`src/rtl/ld_frame_parser.sv`:
```
// Radar byte-stream frame parser: validates 55 A5 D_HI D_LO S_HI S_LO CHK frames
// and publishes distance/speed, with inter-byte and data-freshness timeouts.
module ld_frame_parser #(
    parameter int unsigned BYTE_TIMEOUT  = 50000,
    parameter int unsigned STALE_TIMEOUT = 25000000,
    parameter logic [7:0]  HDR0          = 8'h55,
    parameter logic [7:0]  HDR1          = 8'hA5
) (
    input  logic        sys_clk,
    input  logic        sys_rst_n,
    input  logic        i_en,
    input  logic [7:0]  i_rx_data,
    input  logic        i_rx_vld,
    output logic [19:0] o_jl_data,
    output logic [19:0] o_sd_data,
    output logic        o_data_vld,
    output logic        o_frame_err,
    output logic [7:0]  o_err_cnt,
    output logic        o_stale
);

    localparam int unsigned BW = $clog2(BYTE_TIMEOUT + 1);
    localparam int unsigned SW = $clog2(STALE_TIMEOUT + 1);
    localparam logic [BW-1:0] BYTE_LIM  = BW'(BYTE_TIMEOUT - 1);
    localparam logic [SW-1:0] STALE_LIM = SW'(STALE_TIMEOUT - 1);

    localparam logic [1:0] ST_IDLE = 2'd0;
    localparam logic [1:0] ST_HDR  = 2'd1;
    localparam logic [1:0] ST_PAY  = 2'd2;
    localparam logic [1:0] ST_CHK  = 2'd3;

    logic [1:0]      state_q, state_nxt;
    logic [1:0]      idx_q, idx_nxt;
    logic [7:0]      sum_q, sum_nxt;
    logic [3:0][7:0] pay_q, pay_nxt;
    logic [BW-1:0]   bcnt_q, bcnt_nxt;
    logic [SW-1:0]   scnt_q;
    logic            good_c;
    logic            bad_c;
    logic            tmo_c;
    logic            rx_c;

    assign rx_c = i_en & i_rx_vld;

    // Parser state, payload buffer, running checksum and byte-gap counter
    always_ff @(posedge sys_clk or negedge sys_rst_n) begin
        if (!sys_rst_n) begin
            state_q <= ST_IDLE;
            idx_q   <= 2'd0;
            sum_q   <= 8'd0;
            pay_q   <= '0;
            bcnt_q  <= '0;
        end else begin
            state_q <= state_nxt;
            idx_q   <= idx_nxt;
            sum_q   <= sum_nxt;
            pay_q   <= pay_nxt;
            bcnt_q  <= bcnt_nxt;
        end
    end

    // Next-state decode; an arriving byte always beats the inter-byte timeout
    always_comb begin
        state_nxt = state_q;
        idx_nxt   = idx_q;
        sum_nxt   = sum_q;
        pay_nxt   = pay_q;
        bcnt_nxt  = bcnt_q;
        good_c    = 1'b0;
        bad_c     = 1'b0;
        tmo_c     = 1'b0;
        if (!i_en) begin
            state_nxt = ST_IDLE;
            bcnt_nxt  = '0;
        end else if (rx_c) begin
            bcnt_nxt = '0;
            case (state_q)
                ST_IDLE: begin
                    if (i_rx_data == HDR0) state_nxt = ST_HDR;
                end
                ST_HDR: begin
                    if (i_rx_data == HDR1) begin
                        state_nxt = ST_PAY;
                        idx_nxt   = 2'd0;
                        sum_nxt   = 8'd0;
                    end else if (i_rx_data != HDR0) begin
                        state_nxt = ST_IDLE;
                    end
                end
                ST_PAY: begin
                    pay_nxt[idx_q] = i_rx_data;
                    sum_nxt        = sum_q + i_rx_data;
                    idx_nxt        = idx_q + 2'd1;
                    if (idx_q == 2'd3) state_nxt = ST_CHK;
                end
                ST_CHK: begin
                    good_c    = (i_rx_data == sum_q);
                    bad_c     = (i_rx_data != sum_q);
                    state_nxt = ST_IDLE;
                end
                default: state_nxt = ST_IDLE;
            endcase
        end else if (state_q != ST_IDLE) begin
            if (bcnt_q == BYTE_LIM) begin
                tmo_c     = 1'b1;
                state_nxt = ST_IDLE;
                bcnt_nxt  = '0;
            end else begin
                bcnt_nxt = bcnt_q + BW'(1);
            end
        end
    end

    // Published data, pulses, error count and freshness tracking
    always_ff @(posedge sys_clk or negedge sys_rst_n) begin
        if (!sys_rst_n) begin
            o_jl_data   <= 20'd0;
            o_sd_data   <= 20'd0;
            o_data_vld  <= 1'b0;
            o_frame_err <= 1'b0;
            o_err_cnt   <= 8'd0;
            o_stale     <= 1'b1;
            scnt_q      <= '0;
        end else begin
            o_data_vld  <= good_c;
            o_frame_err <= bad_c | tmo_c;
            if ((bad_c || tmo_c) && (o_err_cnt != 8'hFF)) o_err_cnt <= o_err_cnt + 8'd1;
            if (good_c) begin
                o_jl_data <= {4'd0, pay_q[0], pay_q[1]};
                o_sd_data <= {4'd0, pay_q[2], pay_q[3]};
                o_stale   <= 1'b0;
                scnt_q    <= '0;
            end else if (scnt_q == STALE_LIM) begin
                o_stale   <= 1'b1;
                o_jl_data <= 20'd0;
                o_sd_data <= 20'd0;
            end else begin
                scnt_q <= scnt_q + SW'(1);
            end
        end
    end

endmodule

```
`config.mk`:
```
export PLATFORM = sky130hd
export DESIGN_NAME = ld_frame_parser
export DESIGN_NICKNAME = d
export VERILOG_FILES = /design/src/rtl/ld_frame_parser.sv
export SDC_FILE = /design/constraint.sdc
export NUM_CORES = 1
export LEC_CHECK = 0
export ABC_AREA = 0
export ABC_CLOCK_PERIOD_IN_PS = 2450
export CORE_MARGIN = 1
export CORE_UTILIZATION = 35
export DETAILED_ROUTE_END_ITERATION = 16
export PLACE_DENSITY = 0.57
export SLEW_MARGIN = 20
export SYNTH_ARGS = -nofsm -noshare
export SYNTH_HDL_FRONTEND = slang
export SYNTH_SLANG_ARGS = --single-unit
```
`constraint.sdc`:
```
create_clock -name sys_clk -period 2.45 [get_ports sys_clk]
set_input_delay 0.49 -clock sys_clk [delete_from_list [all_inputs] [get_ports sys_clk]]
set_output_delay 0.49 -clock sys_clk [all_outputs]
set_load 0.01 [all_outputs]
```
Yosys cells after proc, flatten, opt, wreduce, memory -nomap -nowiden
Cells that the tools add are included.
{"block": "op_classes", "add_sub_neg": 5, "order_cmp": 2, "eq_ne": 19, "muxes": 37, "bitwise_logic": 2, "n_reduce_logical": 10}
{"op": "$mux W16", "n": 4}
{"op": "$mux W20", "n": 3}
{"op": "$mux W25", "n": 2}
{"op": "$bwmux W32", "n": 1}
{"op": "$add A25 B1 Y25 const B", "n": 1}
{"op": "$eq A25 B25 Y1 const B", "n": 1}
{"op": "$mux W2", "n": 9}
{"op": "$add A16 B1 Y16 const B", "n": 1}
{"op": "$demux W8 S2", "n": 1}
{"op": "$eq A16 B16 Y1 const B", "n": 1}
{"op": "$mux W8", "n": 2}
{"op": "$pmux W8 S2", "n": 1}
{"op": "$mux W1", "n": 12}
{"op": "$add A8 B1 Y8 const B", "n": 1}
{"op": "$add A8 B8 Y8", "n": 1}
{"op": "$eq A8 B7 Y1 const B", "n": 1}
{"op": "$eq A8 B8 Y1", "n": 1}
{"op": "$eq A8 B8 Y1 const B", "n": 1}
{"op": "$ne A4 B4 Y1 const B", "n": 2}
{"op": "$ne A8 B7 Y1 const B", "n": 1}
{"op": "$ne A8 B8 Y1", "n": 1}
{"op": "$ne A8 B8 Y1 const B", "n": 1}
{"op": "$pmux W2 S4", "n": 1}
{"op": "$eq A2 B2 Y1 const B", "n": 3}
{"op": "17 further kinds", "n": 22}
{"block": "word_totals", "register_bits": 136}

Longest topological paths before layout
{"block": "depth", "word_depth": 7, "mapped_depth": 9, "depth_no_buf": 7}

Least setup slack after synthesis
No wires, ideal clock.
{"block": "synth_path", "kind": "input to register", "from": "in i_rx_data[5]", "to": "reg o_jl_data[10]", "setup_time_ns": 0.083, "t_arrival_ns": 2.338, "path_slack_ns": 0.029, "path_stages": 9, "path_buffers": 2, "cell_sequence": "ha_1 > nor4_1 > nand3_1 > or2_2 > inv_1 > clkbuf_1 > buf_1 > nand2_1 > o21ai_0"}
{"block": "synth_via", "elab_chain_len": 5, "word_cells_on_any_way": 6, "cone_classes": "eq/ne (1); mux (4); reduce/logical (1)"}
{"element": "start: declaration", "line": "12", "rtl": "input logic [7:0] i_rx_data,"}
{"element": "$eq A8 B8 Y1 *", "line": "97", "rtl": "good_c = (i_rx_data == sum_q);"}
{"element": "$mux W1 *", "line": "77", "rtl": "case (state_q)"}
{"element": "$mux W1 *", "line": "75", "rtl": "end else if (rx_c) begin"}
{"element": "$mux W1 *", "line": "72", "rtl": "if (!i_en) begin"}
{"element": "$mux W20 / $reduce_bool A2 Y1 (equally long branches)"}
{"element": "end signal: assignment", "line": "129", "rtl": "o_jl_data <= {4'd0, pay_q[0], pay_q[1]};"}
{"element": "end: declaration", "line": "14", "rtl": "output logic [19:0] o_jl_data,"}
Every way passes the cells marked *; elsewhere a longest branch is shown, timed or not.
A chain may end at the register's enable or synchronous reset.

Worst setup path in the final report
{"block": "layout_path", "from": "reg scnt_q[15]", "to": "reg scnt_q[1]"}
{"block": "layout_via", "elab_chain_len": 2}
{"element": "start: declaration", "line": "37", "rtl": "logic [SW-1:0] scnt_q;"}
{"element": "start signal: assignment", "line": "138", "rtl": "scnt_q <= scnt_q + SW'(1);"}
{"element": "$eq A25 B25 Y1", "line": "133", "rtl": "end else if (scnt_q == STALE_LIM) begin"}
{"element": "$ne A2 B2 Y1 (no source line)"}
No other way between the ends.

==> out/summary.txt <==
DRC violations left: 0
CP max FO: 12
Flops & latches, synth: 128
Commonest cells post-synth: 127 x dfrtp_1, 100 x nand2_1, 44 x o21ai_0, 41 x nor2_1, 32 x mux2_2
I/O pin count: 63
Post-DP Area: 0.007072 mm^2
Reg2Reg Depth: 6
Cts bufs inserted: 17
DRT Pass-1 Iters: 5
Status: finished clean
Leakage: 3.515 nW
# rows: 47
Psw: 1.368 mW
H-tree level count: 4
Wire length per cell: 15.07 um
Max-Cap Viols: 0
Post-synth EDFFs: 0
Mapped Area: 0.005977 mm^2
CP endpoint kind: flip-flop
CTS Buffer Depth: 2
Via count: 4572
Vias in the first global route: 4692
Setup TNS: 0 ps
Worst r2r src: scnt_q[15]$_DFFE_PN0P_
Cell with the most instances after synthesis: dfrtp_1
Final core utilization: 0.4605
Worst min-delay path category: in2async
Final setup vio count: 0
Largest net degree at the start of global routing: 52
Synth area leaders: dfrtp_1 53%, nand2_1 6.3%, mux2_2 6.0%
Fmax: 426.5 MHz
Global route total overflow: 0
First-pass GRT wire length: 23310 um
Max Slew Vio Count: 0
Switching share of power: 0.2600
Worst r2r dst: scnt_q[1]$_DFFE_PN0P_
Insertion delay to the later sink of the worst-skew pair: 420 ps
Setup slack, reg-to-reg: 110 ps
Reg power frac: 0.440
Worst Clk Skew: 8.655 ps
Pwr Density: 686.5 mW/mm^2
Data required time of the worst path: 2750 ps
Starting Density: 0.3591
Top cell type's share of synthesized area: 0.5317
P&R area growth vs syn: 28.22%
Comb pwr share: 0.105
Least-Margin Pin Slew: 501.5 ps
Syn Inst Count: 573
Peak supply drop: 0.4765 mV
Power Internal: 3.893 mW
Core Region: 0.01664 mm^2
Netlist cell types: 59
Sequential area share after synthesis: 0.5361
CTS tree: yes
Tot GR Track Use: 0.1668
Nets: 701
Final hold slack: 33.80 ps
Final WS setup: 105.3 ps
Clock share of power: 0.456
Slew HR: 0.6657
Yosys top cell by area: dfrtp_1
Post-CTS Repair Setup Buffers: 0
Critical path type: reg2reg
Async set-reset flop share out of synthesis: 1.000
Worst path arrival time: 2650 ps
DP Worst Slack: -349.6 ps
N_diodes: 0
Initial antenna violation count: 0
Die H: 132.7 um
Syn. warnings: 0
Fin. Hold Viols: 0
Tmin final: 2345 ps
CTS root buf: clkbuf_16
PortBufs: 54
CTS sink count: 128
Post-DRT Antenna Nets: 0
Post-DP HPWL: 9256 um
Initial DRC Count: 281
Die W: 132.7 um
Top FF cell, synth: dfrtp_1
WL final: 13670 um
Final instance area: 0.007664 mm^2
RSZ-0062 raised after global routing: yes
Vias per cell: 5.041
Routability cong.: 0.8442
Avg Synthesized Cell Area: 10.43 um^2
Share of layout cells above drive strength 1: 0.1790
Die footprint: 0.01760 mm^2
Fin crit share: 0.9570
Worst-path clk slew: 60 ps
FILL cells: 1530
Startpoint Class: flip-flop
-- cell type report --
| type | count | area [um^2] | area share |
|---|---|---|---|
| Timing Repair Buffer | 102 | 947.2 | 0.1236 |
| Clock buffer | 18 | 429.2 | 0.05600 |
| Sequential cell | 128 | 3204 | 0.4181 |
| Clock inverter | 14 | 130.1 | 0.01698 |
| Multi-Input combinational cell | 415 | 2640 | 0.3445 |
| Inverter | 10 | 37.54 | 0.004898 |
| Tap cell | 220 | 275.3 | 0.03592 |
-- how the worst max path moves through the flow --
stage | to | slack (ps) | depth (start not counted) | from
global route | o_err_cnt[6]$_DFFE_PN0P_ | -10 | 6 | bcnt_q[5]$_DFFE_PN0P_
global placement | scnt_q[23]$_DFFE_PN0P_ | -330 | 9 | i_rx_data[5]
CTS | o_err_cnt[6]$_DFFE_PN0P_ | 7 | 6 | bcnt_q[13]$_DFFE_PN0P_
finish | scnt_q[1]$_DFFE_PN0P_ | 110 | 6 | scnt_q[15]$_DFFE_PN0P_
floorplan | o_jl_data[10]$_DFFE_PN0P_ | 30 | 9 | i_rx_data[5]
detailed placement | scnt_q[23]$_DFFE_PN0P_ | -350 | 9 | i_rx_data[5]
-- worst max-delay path: stages, from the launching register on --
cell	delay (ps)
dfrtp_1	420
or4b_1	540
or4_4	510
nor4_4	320
buf_6	200
mux2i_1	190
nor2_1	50
-- metrics by stage --
step	std cells	total power [mW]
2_1_floorplan	580	2.651
3_3_place_gp	875	2.869
3_5_place_dp	875	2.893
4_1_cts	907	5.306
5_1_grt	907	5.487
6_report	907	5.261
-- power groups by stage --
stage	Sequential, mW	Combinational, mW	Clock (mW)
after floorplan	2.32	0.334	0
after global routing	2.33	0.615	2.54
after CTS	2.31	0.551	2.44
final	2.31	0.551	2.40
after detailed placement	2.35	0.546	0
after global placement	2.34	0.527	0
-- cell families (layout without fill, tap and decap cells) --
kind of cell    after synthesis  count (layout)  synth area share
simple gates                233             233            0.1918
flops                       128             128            0.5361
compound gates               86              86           0.08771
xor+xnor                     38              38           0.05568
buf+inv                      37             144           0.03014
mux                          35              35           0.06531
fa+ha+maj                    15              15           0.03266
other cells                   1               8         0.0006274
-- what timing repair did --
action / 4_1_cts / 5_1_grt
endpoints found under the setup margin: 0 / 53
hold endpoints to repair: 0 / 0
resized for setup: 0 / 6
hold buffers: 0 / 0
-- layout by cell type, fill, tap and decap left out, types with 17 or more instances in the layout --
cell | Yosys | layout
nand3_1 | 19 | 19
clkbuf_16 | 0 | 17
nand2_1 | 100 | 100
mux2_2 | 32 | 32
xor2_1 | 26 | 26
clkdlybuf4s50_1 | 0 | 53
nor2_1 | 41 | 41
o21ai_0 | 44 | 44
dfrtp_1 | 127 | 127
buf_4 | 8 | 44
-- per-layer routing --
metal  GRT usage  part of all wire  routed length (um)  vias to the layer above
met2      0.2640              0.49                6712                       90
li1            -                 -                   -                     2200
met1      0.2201              0.47                6373                     2272
met3     0.04100             0.032                 441                       10
met4     0.06450             0.010                 142                        0
met5           0                 0                   0                        -
-- flip-flops by register name (all words and copies together) (netlist names) --
register     count
o_frame_err      1
pay_q           32
bcnt_q          16
o_err_cnt        8
o_data_vld       1
sum_q            8
o_stale          1
state_q          2
scnt_q          25
o_sd_data       16
idx_q            2
o_jl_data       16
Note: power is estimated with default switching activity, not from simulation.
